File: config.mk
export PLATFORM = sky130hd
export DESIGN_NAME = max7219_rx_emulator
export DESIGN_NICKNAME = d
export VERILOG_FILES = /design/src/rtl/max7219_pkg.sv /design/src/rtl/max7219_rx_regs.sv /design/src/rtl/max7219_rx_emulator.sv
export SDC_FILE = /design/constraint.sdc
export NUM_CORES = 1
export LEC_CHECK = 0
export CAP_MARGIN = 25
export CORE_MARGIN = 1.5
export CORE_UTILIZATION = 47
export CTS_CLUSTER_DIAMETER = 150
export DETAILED_ROUTE_END_ITERATION = 16
export PLACE_DENSITY = 0.79
export SLEW_MARGIN = 0
export SYNTH_ARGS = -nofsm -noshare
export SYNTH_HDL_FRONTEND = slang
export SYNTH_SLANG_ARGS = --single-unit
File: constraint.sdc
create_clock -name clk -period 2.7 [get_ports clk]
set_input_delay 0.81 -clock clk [delete_from_list [all_inputs] [get_ports clk]]
set_output_delay 0.81 -clock clk [all_outputs]
set_load 0.02 [all_outputs]
File: src/rtl/max7219_pkg.sv
// rtl/max7219_pkg.sv - shared constants and frame word type for the MAX7219 receive emulator
package max7219_pkg;

  localparam int FRAME_BITS = 16;

  localparam logic [3:0] REG_NOP          = 4'h0;
  localparam logic [3:0] REG_DIGIT0       = 4'h1;
  localparam logic [3:0] REG_DIGIT7       = 4'h8;
  localparam logic [3:0] REG_DECODE_MODE  = 4'h9;
  localparam logic [3:0] REG_INTENSITY    = 4'hA;
  localparam logic [3:0] REG_SCAN_LIMIT   = 4'hB;
  localparam logic [3:0] REG_SHUTDOWN     = 4'hC;
  localparam logic [3:0] REG_DISPLAY_TEST = 4'hF;

  typedef struct packed {
    logic [7:0] addr;
    logic [7:0] data;
  } frame_word_t;

  function automatic logic [2:0] digit_index(input logic [3:0] reg_addr);
    logic [3:0] idx;
    idx = reg_addr - REG_DIGIT0;
    return idx[2:0];
  endfunction

endpackage

File: src/rtl/max7219_rx_regs.sv
// rtl/max7219_rx_regs.sv - register file of one emulated device, written from a latched {addr,data} word
module max7219_rx_regs
  import max7219_pkg::*;
(
  input  logic                  clk,
  input  logic                  reset_n,
  input  logic                  latch_en,
  input  logic [FRAME_BITS-1:0] word,
  output logic [63:0]           digits,
  output logic [7:0]            decode_mode,
  output logic [3:0]            intensity,
  output logic [2:0]            scan_limit,
  output logic                  shutdown_n,
  output logic                  display_test
);

  frame_word_t w;
  logic [3:0]  reg_addr;
  logic        unused_addr_hi;

  assign w        = word;
  assign reg_addr = w.addr[3:0];
  // The real part ignores the upper address nibble, so it never takes part in decode.
  assign unused_addr_hi = ^w.addr[7:4];

  always_ff @(posedge clk) begin
    if (!reset_n) begin
      digits       <= '0;
      decode_mode  <= '0;
      intensity    <= '0;
      scan_limit   <= '0;
      shutdown_n   <= 1'b0;
      display_test <= 1'b0;
    end else if (latch_en) begin
      case (reg_addr)
        REG_NOP:          ;
        REG_DECODE_MODE:  decode_mode  <= w.data;
        REG_INTENSITY:    intensity    <= w.data[3:0];
        REG_SCAN_LIMIT:   scan_limit   <= w.data[2:0];
        REG_SHUTDOWN:     shutdown_n   <= w.data[0];
        REG_DISPLAY_TEST: display_test <= w.data[0];
        default: begin
          if (reg_addr >= REG_DIGIT0 && reg_addr <= REG_DIGIT7)
            digits[8*digit_index(reg_addr) +: 8] <= w.data;
        end
      endcase
    end
  end

endmodule

File: src/rtl/max7219_rx_emulator.sv
// rtl/max7219_rx_emulator.sv - oversampling receiver emulating a daisy chain of MAX7219 devices
module max7219_rx_emulator
  import max7219_pkg::*;
#(
  parameter int NUM_CASCADES = 1
) (
  input  logic                      clk,
  input  logic                      reset_n,
  input  logic                      spi_clk,
  input  logic                      din,
  input  logic                      cs,
  output logic                      dout,
  output logic [64*NUM_CASCADES-1:0] digit_regs,
  output logic [8*NUM_CASCADES-1:0] decode_mode,
  output logic [4*NUM_CASCADES-1:0] intensity,
  output logic [3*NUM_CASCADES-1:0] scan_limit,
  output logic [NUM_CASCADES-1:0]   shutdown_n,
  output logic [NUM_CASCADES-1:0]   display_test,
  output logic                      upd_stb,
  output logic                      frame_err
);

  localparam int SHIFT_W = FRAME_BITS * NUM_CASCADES;
  localparam int CNT_W   = $clog2(SHIFT_W + 2);
  localparam logic [CNT_W-1:0] FULL_CNT = CNT_W'(SHIFT_W);
  localparam logic [CNT_W-1:0] SAT_CNT  = CNT_W'(SHIFT_W + 1);

  // bit 0 = sync stage 1, bit 1 = stage 2, bit 2 = edge-detect history
  logic [2:0] sclk_sync;
  logic [2:0] cs_sync;
  logic [1:0] din_sync;

  logic [SHIFT_W-1:0] shift_q;
  logic [CNT_W-1:0]   cnt_q;

  logic sclk_rise;
  logic cs_fall;
  logic cs_rise;
  logic shift_en;
  logic latch_en;
  logic err_det;

  always_ff @(posedge clk) begin
    if (!reset_n) begin
      sclk_sync <= '1;
      cs_sync   <= '1;
      din_sync  <= '0;
    end else begin
      sclk_sync <= {sclk_sync[1:0], spi_clk};
      cs_sync   <= {cs_sync[1:0], cs};
      din_sync  <= {din_sync[0], din};
    end
  end

  assign sclk_rise = sclk_sync[1] & ~sclk_sync[2];
  assign cs_fall   = ~cs_sync[1] & cs_sync[2];
  assign cs_rise   = cs_sync[1] & ~cs_sync[2];
  // A clock edge coinciding with cs rise is dropped because synced cs is already high.
  assign shift_en  = sclk_rise & ~cs_sync[1];
  assign latch_en  = cs_rise & (cnt_q == FULL_CNT);
  assign err_det   = cs_rise & (cnt_q != '0) & (cnt_q != FULL_CNT);

  always_ff @(posedge clk) begin
    if (!reset_n) begin
      shift_q   <= '0;
      cnt_q     <= '0;
      dout      <= 1'b0;
      upd_stb   <= 1'b0;
      frame_err <= 1'b0;
    end else begin
      upd_stb   <= latch_en;
      frame_err <= err_det;
      if (shift_en) begin
        shift_q <= {shift_q[SHIFT_W-2:0], din_sync[1]};
        dout    <= shift_q[SHIFT_W-1];
      end
      if (cs_fall)
        cnt_q <= shift_en ? CNT_W'(1) : '0;
      else if (shift_en && cnt_q != SAT_CNT)
        cnt_q <= cnt_q + CNT_W'(1);
    end
  end

  // Word 0 is the most recently shifted word and belongs to the nearest device.
  for (genvar k = 0; k < NUM_CASCADES; k++) begin : g_dev
    max7219_rx_regs u_regs (
      .clk          (clk),
      .reset_n      (reset_n),
      .latch_en     (latch_en),
      .word         (shift_q[FRAME_BITS*k +: FRAME_BITS]),
      .digits       (digit_regs[64*k +: 64]),
      .decode_mode  (decode_mode[8*k +: 8]),
      .intensity    (intensity[4*k +: 4]),
      .scan_limit   (scan_limit[3*k +: 3]),
      .shutdown_n   (shutdown_n[k]),
      .display_test (display_test[k])
    );
  end

endmodule

# == Word level (Yosys, flattened, before mapping) ==
# Cells that the tools add are included.
# totals
input_bits,5
elab_cells,56
regBits,113
output_inout_bits,84
# classes
add_sub_neg,3
n_bitwise,11
muxes,4
eq_ne,8
n_shift,2
magnitude_cmp,2
n_reduce_logical,12
# ops
operator,n
64-bit bitwise mux,1
8-bit by 34-bit variable shift with 64-bit output (first input constant),1
8-bit by 34-bit variable part select with 64-bit output,1
6-bit negator with 34-bit output,1
4-bit == test (second input constant),5
5-bit 2-to-1 mux,2
5-bit != test (second input constant),2
2-bit AND reduction,5
1-bit bitwise AND,7
6-bit OR reduction,1
5-bit by 1-bit adder with 5-bit output (second input constant),1
5-bit == test (second input constant),1
5-bit nonzero test,1
4-bit by 1-bit greater-or-equal comparator with 1-bit output (second input constant),1
4-bit less-or-equal comparator (second input constant),1
4-bit logical NOT,1
1-bit NOT,4
3-bit AND reduction,1
3-bit by 1-bit subtractor with 3-bit output (second input constant),1
1-bit logical AND,2
2-bit nonzero test,1
1-bit 2-to-1 mux,1

# == Logic depth before layout (Yosys ltp) ==
# Gate-level depths: netlist of the first run.
# logic_depth
ltp_word,6
depth_mapped,12
ltp_nobuf,9

# == Hierarchy ==
# Synthesis of the first run repeated with hierarchy kept, for this count alone.
# unflattened
cells_unflattened,482
hier_area_um2,4601.9
# by_module_without_submodules
module,area_per_inst_um2,cells_each,instances,seq_area_each_um2
max7219_rx_regs,3384.5,350,1,1621.6
max7219_rx_emulator,1217.4,132,1,640.6

# == Least setup slack after synthesis of the first run ==
# No wires, ideal clock.
# synth_path
path_kind,register -> register
start,reg shift_q[8]
end,reg g_dev[0].u_regs.digits[24]
arrival_ps,2737
setup_time_ps,72
slack_ps,-108
synth_period_minus_slack_ps,2808
path_buffers,2
stages_incl_launch_ff,11
required_time_ps,2628
path_cell_list,dfxtp_1 clkbuf_1 inv_1 ha_1 xor2_1 inv_1 ha_1 clkbuf_1 nor3b_1 nand3_1 mux2i_1
# synth_between
elab_chain_len,4
elab_cells_between_ends,17
cone_classes,2 x add/sub; 2 x order compare; 5 x eq/ne; 2 x shift; 1 x mux; 1 x bitwise; 4 x reduce/logical
# synth_lines
element,line,source
"start, declared",max7219_rx_emulator.sv:33,logic [SHIFT_W-1:0] shift_q;
"start signal, assigned",max7219_rx_emulator.sv:74,"shift_q <= {shift_q[SHIFT_W-2:0], din_sync[1]};"
3-bit by 1-bit subtractor with 3-bit output (tied with other cells),max7219_pkg.sv:22,idx = reg_addr - REG_DIGIT0;
6-bit negator with 34-bit output / 6-bit OR reduction (equally long branches),-,
8-bit by 34-bit variable part select with 64-bit output (tied with other cells),max7219_rx_regs.sv:44,digits[8*digit_index(reg_addr) +: 8] <= w.data;
64-bit bitwise mux / 3-bit AND reduction (equally long branches),-,
"end signal, assigned by index",max7219_rx_regs.sv:44,
"end, declared",max7219_rx_regs.sv:9,"output logic [63:0] digits,"
# Parallel ways exist; a longest one is shown, timed or not.
# A chain may end at the register's enable or synchronous reset.

# == Worst setup path after layout of the first run ==
# layout_path
start,reg shift_q[9]
end,reg g_dev[0].u_regs.digits[5]
# Same word-level chain as after synthesis.

==> key figures, run 1 <==
Placement
  • Pre-CTS setup slack: roughly 0.065 ns
  • # placed instances: roughly 710
  • Final HPWL DP: 7320 µm
  • Gpl congestion: roughly 0.80
  • IO Port Bufs: between 80 and 90

Clock network
  • Cts bufs inserted: 17
  • CTS clock-pin slew for the worst setup and hold paths: about 0.050 ns
  • Maximum root-to-sink buffer count: 2
  • CTS root buf: clkbuf_8
  • CTS tree: built
  • Sink Count: 113
  • H-tree depth: 4
  • Clock Latency Late Sink: 0.52 ns

Worst setup path
  • Critical Path Fanout Max: 8
  • Critical path depth: 10
  • R2R depth: 10
  • CP max stage delay: 0.42 ns
  • CP delay by family, top: adder cells
  • CP endpoint: g_dev[0].u_regs.digits[5]
  • CP Launch Type: flip-flop
  • CP required: 3.10 ns
  • Worst Path Buf+Inv: 4
  • Critical-path cell list: inv_1 -> ha_1 -> xor2_1 -> inv_1 -> ha_1 -> buf_4 -> nor4_1 -> nand3_2 -> buf_12 -> mux2i_1
  • Critical path capture point type: flip-flop
  • R2R Path End: g_dev[0].u_regs.digits[5]
  • Worst flop-to-flop path startpoint: shift_q[9]
  • Arrival time at the worst endpoint: 2.95 ns
  • R2r setup slk: ~0.15 ns
  • Crit-path slowest cell: dfxtp_1
  • Setup CP Type: reg -> reg
  • Crit path from: shift_q[9]

Synthesis
  • Share of the synthesized area in the top cell type: 46.9%
  • Synth area leader: dfxtp_1
  • Gate Count Post-Synth: slightly above 500
  • YS warnings: 0
  • Sequential-to-total area share from yosys stat: 46.9%
  • Synthesized Nets: 533
  • Synthesized area per cell: 9.32 µm²
  • Synthesized area: ~4800 µm²
  • Unique masters post-synth: 39
  • Area contributors post-synth: dfxtp_1 47%, mux2i_1 17%, nand2_1 8.4%
  • Post-synthesis register bit count: roughly 110

Finish
  • Fraction of layout cells with a size suffix above 1: under 10%
  • Post-layout instance count excluding filler cells: 740
  • # nets final: between 600 and 700
  • Multi-input logic area: between 2000 and 2500 µm²
  • # fillers: between 700 and 800
  • Diode count: 0
  • Syn-to-layout area delta: 33.3%
  • FF+latch area: around 2300 µm²

Power and ir drop
  • Switching pwr: between 700 and 800 µW
  • Power Dens Cells: 616 nW/µm²
  • Pwr Total: around 4000 µW
  • Clk pwr share: between 50 and 60%
  • Gate power share: roughly 1.5%
  • VDD IR max: 0.000299 V
  • Sw frac: 19.1%
  • P_int: 3210 µW
  • Leakage: between 0.002 and 0.003 µW
  • Reg power frac: 42.3%

Route
  • DRC: 0
  • Initial DRC Count: approximately 190
  • Vias: ~4000
  • Routed len/inst: 15.9 µm
  • Antenna viol nets, final: 0
  • DRT Wirelength: 11800 µm
  • Drt pass-1 iters: 5
  • DR vias/cell: ~5.3

Die
  • Chip height: 104 µm
  • Initial Utilization: between 40% and 50%
  • I/O Pins: between 80 and 90
  • Die Wd: 104 µm
  • Die area: around 11000 µm²
  • Core Box Area: between 9000 and 10000 µm²
  • FP Rows: 36

Global route
  • Total overflow reported by the global router: 0
  • Maximum number of pins on one net before global-route repair: 74
  • First-pass GRT wire length: 19400 µm
  • Initial antenna violation count: 0
  • Global Route Usage Sum: 22.5%
  • Vias in the first global route: roughly 3900

STA
  • RSZ-0062 raised after global routing: false
  • # setup viols final: 0
  • Worst relative slew slack: between 40% and 50%
  • Final setup margin: between 0.1 and 0.15 ns
  • Slew @ Worst Pin: roughly 0.79 ns
  • Max Clk Rate: 391 MHz
  • Final period utilization: 94.6%
  • Final critical-path required period: 2.55 ns
  • Final hold violation count: 0
  • Slew Limit Fails: 0
  • Fin Setup TNS: 0 ns
  • Clock Skew: about 0.011 ns

Hold path
  • Hold WC Path Type: reg -> reg

Status
  • Status: finished, final reports clean

Flow run
  • Max-Cap Viols: 0
routing by layer:
metal / up-vias / global-route usage (%) / share of wire (%)
li1: 1905 / - / -
met1: 1874 / 26.6 / 42
met2: 154 / 38.1 / 49
met3: 19 / 5.76 / 7.4
met4: 0 / 10.5 / 1.8
met5: - / 0 / 0
timing repair:
item                       4_1_cts  5_1_grt
pin swaps                        0        0
setup endpoints to repair        9       46
hold buffers                     0        0
gates resized for setup          1        4
buffers inserted                 1        0
power groups by stage:
| stage | Combinational [µW] | Sequential [µW] | Clock, µW |
|---|---|---|---|
| 6_report | 58.0 | 1680 | 2230 |
| 5_1_grt | 64.0 | 1680 | 2330 |
| 4_1_cts | 57.8 | 1680 | 2250 |
| 3_5_place_dp | 57.9 | 1710 | 0 |
| 3_3_place_gp | 56.9 | 1710 | 0 |
| 2_1_floorplan | 42.7 | 1710 | 0 |
worst reg2reg max path: cells and delay by family (launching register included):
family | cells | cell delay [ns]
xor+xnor | 1 | 0.19
fa+ha+maj | 2 | 0.62
buf+inv | 4 | 0.57
flops | 1 | 0.42
mux | 1 | 0.12
simple gates | 2 | 0.52
worst min path at each step:
stage / to / slack, ns / cells after the start / startpoint
2_1_floorplan: cs_sync[1] / 0.39 / 1 / cs_sync[0]
3_3_place_gp: sclk_sync[1] / 0.39 / 1 / sclk_sync[0]
3_5_place_dp: sclk_sync[1] / 0.39 / 1 / sclk_sync[0]
4_1_cts: cs_sync[1] / 0.42 / 1 / cs_sync[0]
5_1_grt: cs_sync[1] / 0.44 / 1 / cs_sync[0]
6_report: cs_sync[1] / 0.41 / 1 / cs_sync[0]
kinds of logic (layout without fill, tap and decap cells):
family	after synthesis	in the layout	synth area share, %
buffers and inverters	51	140	4.30
adder cells (fa/ha/maj)	10	10	2.59
flip-flops	113	113	46.9
XOR/XNOR	4	4	0.726
AND/OR/NAND/NOR	231	231	24.2
multiplexers	83	83	17.5
AO/OA/AOI/OAI	26	26	3.89
synthesized netlist by cell type:
library cell and count:
nand2_1 108, dfxtp_1 113, xor2_1 3, nor4_1 1
and2_1 4, nor3b_2 1, or4b_4 1, o2111a_1 1
nor2_1 4, mux2i_1 82, and4_1 4, nand3_2 1
nand4_4 1, a21oi_1 2, nand2b_1 7, buf_4 4
nor3b_1 4, and3b_1 2, clkbuf_1 36, nand4_2 2
nand3b_1 1, o21a_1 1, buf_2 1, mux2i_4 1
ha_1 10, a21boi_0 17, nand3_1 56, nand4_1 8
and3_1 3, a311oi_1 1, buf_1 2, xnor2_1 1
a31oi_1 2, nor4bb_1 1, nor2b_1 20, o21ai_0 2
or3b_2 1, nor3_1 1, inv_1 8
layout by cell type (no fill, tap or decap), types with 4 or more instances in the layout:
| cell | count |
|---|---|
| clkbuf_16 | 16 |
| ha_1 | 10 |
| nand2b_1 | 7 |
| dfxtp_1 | 112 |
| and2_1 | 4 |
| a21boi_0 | 17 |
| nor2b_1 | 20 |
| nand4_1 | 8 |
| nand2_1 | 108 |
| nand3_1 | 56 |
| clkdlybuf4s50_1 | 87 |
| inv_1 | 8 |
| buf_4 | 13 |
| clkbuf_8 | 6 |
| mux2i_1 | 82 |
| nor2_1 | 4 |
area by class of cell:
| class | instances | share of cell area [%] |
|---|---|---|
| clock buffers | 25 | 7.68 |
| multi-input cells | 354 | 36.9 |
| inverters | 8 | 0.467 |
| flip-flops and latches | 113 | 35.2 |
| well taps | 133 | 2.59 |
| repair buffers | 102 | 15.7 |
| clock inverters | 5 | 1.56 |
through the flow:
stage          util (%)  area, µm²  hold slack [ns]
2_1_floorplan         -       4830            0.386
3_3_place_gp       58.9       5810            0.391
3_5_place_dp       58.9       5810            0.395
4_1_cts            65.2       6430            0.420
5_1_grt            65.2       6430            0.441
6_report           65.2       6430            0.412
sequential cells by signal (all words and copies together) (netlist names):
signal and count:
cnt_q 5, sclk_sync 3, g_dev.u_regs.digits 64, g_dev.u_regs.shutdown_n 1, g_dev.u_regs.intensity 4, dout 1, shift_q 16, g_dev.u_regs.scan_limit 3
cs_sync 3, din_sync 2, frame_err 1, g_dev.u_regs.decode_mode 8, g_dev.u_regs.display_test 1, upd_stb 1
Note: power is estimated with default switching activity, not from simulation.
==> run 2, diff against run 1 <==
- GPL_ROUTABILITY_DRIVEN: not set -> 0
- MAX_ROUTING_LAYER: not set -> met4
==> key figures, run 2 (synthesis results as in run 1) <==
STA
  • RSZ-0062 raised after global routing: false
  • Clock Skew: 0.00868 ns (-0.00269 ns)
  • Fin Setup TNS: 0 ns (unchanged)
  • Final critical-path required period: 2.56 ns (+0.00323 ns)
  • Max Clk Rate: 391 MHz (-0.13%)
  • Final setup margin: 0.142 ns (-0.00323 ns)
  • Final hold violation count: 0 (unchanged)
  • Slew Limit Fails: 0 (unchanged)
  • Final period utilization: 94.7% (+0.12 points)
  • Worst relative slew slack: 47.2% (+0.21 points)
  • Hold Slack: 0.412 ns (+0.00000300 ns)
  • # setup viols final: 0 (unchanged)
  • Slew @ Worst Pin: 0.788 ns (-0.00315 ns)

Route
  • DRC: 0 (unchanged)
  • DRT Wirelength: 11800 µm (+0.16%)
  • Antenna viol nets, final: 0 (unchanged)
  • Drt pass-1 iters: 4 (-1)
  • Initial DRC Count: 180 (-7.2%)
  • DR vias/cell: 5.31 (-0.56%)
  • Routed len/inst: 15.9 µm (+0.16%)
  • Vias: 3930 (-0.56%)

Worst setup path
  • Arrival time at the worst endpoint: 2.95 ns (about the same)
  • Critical Path Fanout Max: 8 (unchanged)
  • Worst Path Buf+Inv: 4 (unchanged)
  • Critical-path cell list: inv_1 -> ha_1 -> xor2_1 -> inv_1 -> ha_1 -> buf_4 -> nor4_1 -> nand3_2 -> buf_12 -> mux2i_1
  • R2R depth: 10 (unchanged)
  • Critical path capture point type: flip-flop
  • CP delay by family, top: adder cells
  • CP max stage delay: 0.42 ns (about the same)
  • CP required: 3.09 ns (about the same)
  • Setup CP Type: reg -> reg
  • CP Launch Type: flip-flop
  • Critical path depth: 10 (unchanged)
  • Crit-path slowest cell: dfxtp_1

Die
  • Initial Utilization: 48.9% (unchanged)
  • Core Box Area: 9860 µm² (unchanged)
  • I/O Pins: 89 (unchanged)
  • Die area: 10900 µm² (unchanged)
  • Chip height: 104 µm (unchanged)
  • Die Wd: 104 µm (unchanged)
  • FP Rows: 36 (unchanged)

Finish
  • # fillers: 771 (unchanged)
  • Diode count: 0 (unchanged)
  • Largest registers: g_dev.u_regs.digits x64, shift_q x16, g_dev.u_regs.decode_mode x8
  • Most frequent cells in the layout: 112 x dfxtp_1, 108 x nand2_1, 87 x clkdlybuf4s50_1
  • Multi-input logic area: 2370 µm² (unchanged)
  • Largest register FFs: 64 (unchanged)
  • Syn-to-layout area delta: 33.3% (unchanged)
  • FF+latch area: 2260 µm² (unchanged)
  • Most common cell after layout, fill and taps aside: dfxtp_1
  • # nets final: 611 (unchanged)
  • Top reg by flops: g_dev.u_regs.digits
  • Fraction of layout cells with a size suffix above 1: 9.23% (unchanged)

Clock network
  • Sink Count: 113 (unchanged)
  • CTS clock-pin slew for the worst setup and hold paths: 0.05 ns (about the same)
  • Clock Latency Late Sink: 0.51 ns (about the same)
  • H-tree depth: 4 (unchanged)
  • CTS tree: built
  • CTS root buf: clkbuf_8
  • Maximum root-to-sink buffer count: 2 (unchanged)
  • Cts bufs inserted: 17 (unchanged)

Placement
  • Final HPWL DP: 7320 µm (unchanged)
  • Pre-CTS setup slack: 0.0652 ns (unchanged)
  • IO Port Bufs: 88 (unchanged)

Power and ir drop
  • Power Dens Cells: 616 nW/µm² (-0.10%)
  • VDD IR max: 0.000296 V (-1.1%)
  • Leakage: 0.00251 µW (unchanged)

Hold path
  • Min-Delay Path Depth: 1 (unchanged)
  • Hold WC Path Type: reg -> reg

Global route
  • First-pass GRT wire length: 19400 µm (about the same)
  • Vias in the first global route: 3939 (+0.41%)
  • Initial antenna violation count: 0 (unchanged)
  • Global Route Usage Sum: 23.2% (+0.65 points)
  • Total overflow reported by the global router: 0 (unchanged)
  • Maximum number of pins on one net before global-route repair: 74 (unchanged)

Status
  • Status: finished, final reports clean

Flow run
  • Max-Cap Viols: 0 (unchanged)
[run 2: cell counts in the layout (fill, tap and decap cells not counted)]
Identical to the previous run, type by type.
[run 2: area by class of cell]
cell class | instances | share of cell area [%]
multi-input cells | 354 | 36.9
flip-flops and latches | 113 | 35.2
repair buffers | 102 | 15.7
clock buffers | 25 | 7.68
well taps | 133 | 2.59
clock inverters | 5 | 1.56
inverters | 8 | 0.467
[run 2: per-layer routing]
metal	vias to the layer above	global-route usage, %	part of all wire [%]
met4	0	10.8	1.6
met2	128	38.1	50
met3	16	5.45	6.5
met1	1883	26.7	42
met5	-	-	0
li1	1903	-	-
[run 2: worst register-to-register path: stages (launching register included)]
cell and delay [ns]:
dfxtp_1 0.42, inv_1 0.12, ha_1 0.23, xor2_1 0.19, inv_1 0.09, ha_1 0.41
buf_4 0.19, nor4_1 0.37, nand3_2 0.14, buf_12 0.17, mux2i_1 0.12
[run 2: final timing paths]
path,startpoint,endpoint,slack [ns]
worst max register to register,shift_q[9],g_dev[0].u_regs.digits[5],0.14
worst min register to register,cs_sync[0],cs_sync[1],0.41
worst min-delay path,cs_sync[0],cs_sync[1],0.41
worst max-delay path,shift_q[9],g_dev[0].u_regs.digits[5],0.14
[run 2: what timing repair did]
item	in CTS	in global routing
buffers inserted	1	0
gates resized for setup	1	4
pin swaps	0	0
hold buffers	0	0
setup endpoints to repair	9	46
hold endpoints to repair	0	0
[run 2: power breakdown]
group / switching, µW / internal, µW
clock: 712 / 1510
sequential: 2.86 / 1670
combinational: 37.7 / 20.9
total: 753 / 3210
[run 2: through the flow]
| stage | cells | area [µm²] | total power [µW] | utilization [%] |
|---|---|---|---|---|
| after floorplan | 518 | 4830 | 1750 | - |
| after global placement | 709 | 5810 | 1770 | 58.9 |
| after detailed placement | 709 | 5810 | 1770 | 58.9 |
| after CTS | 740 | 6430 | 3980 | 65.2 |
| after global routing | 740 | 6430 | 4070 | 65.2 |
| final | 740 | 6430 | 3960 | 65.2 |
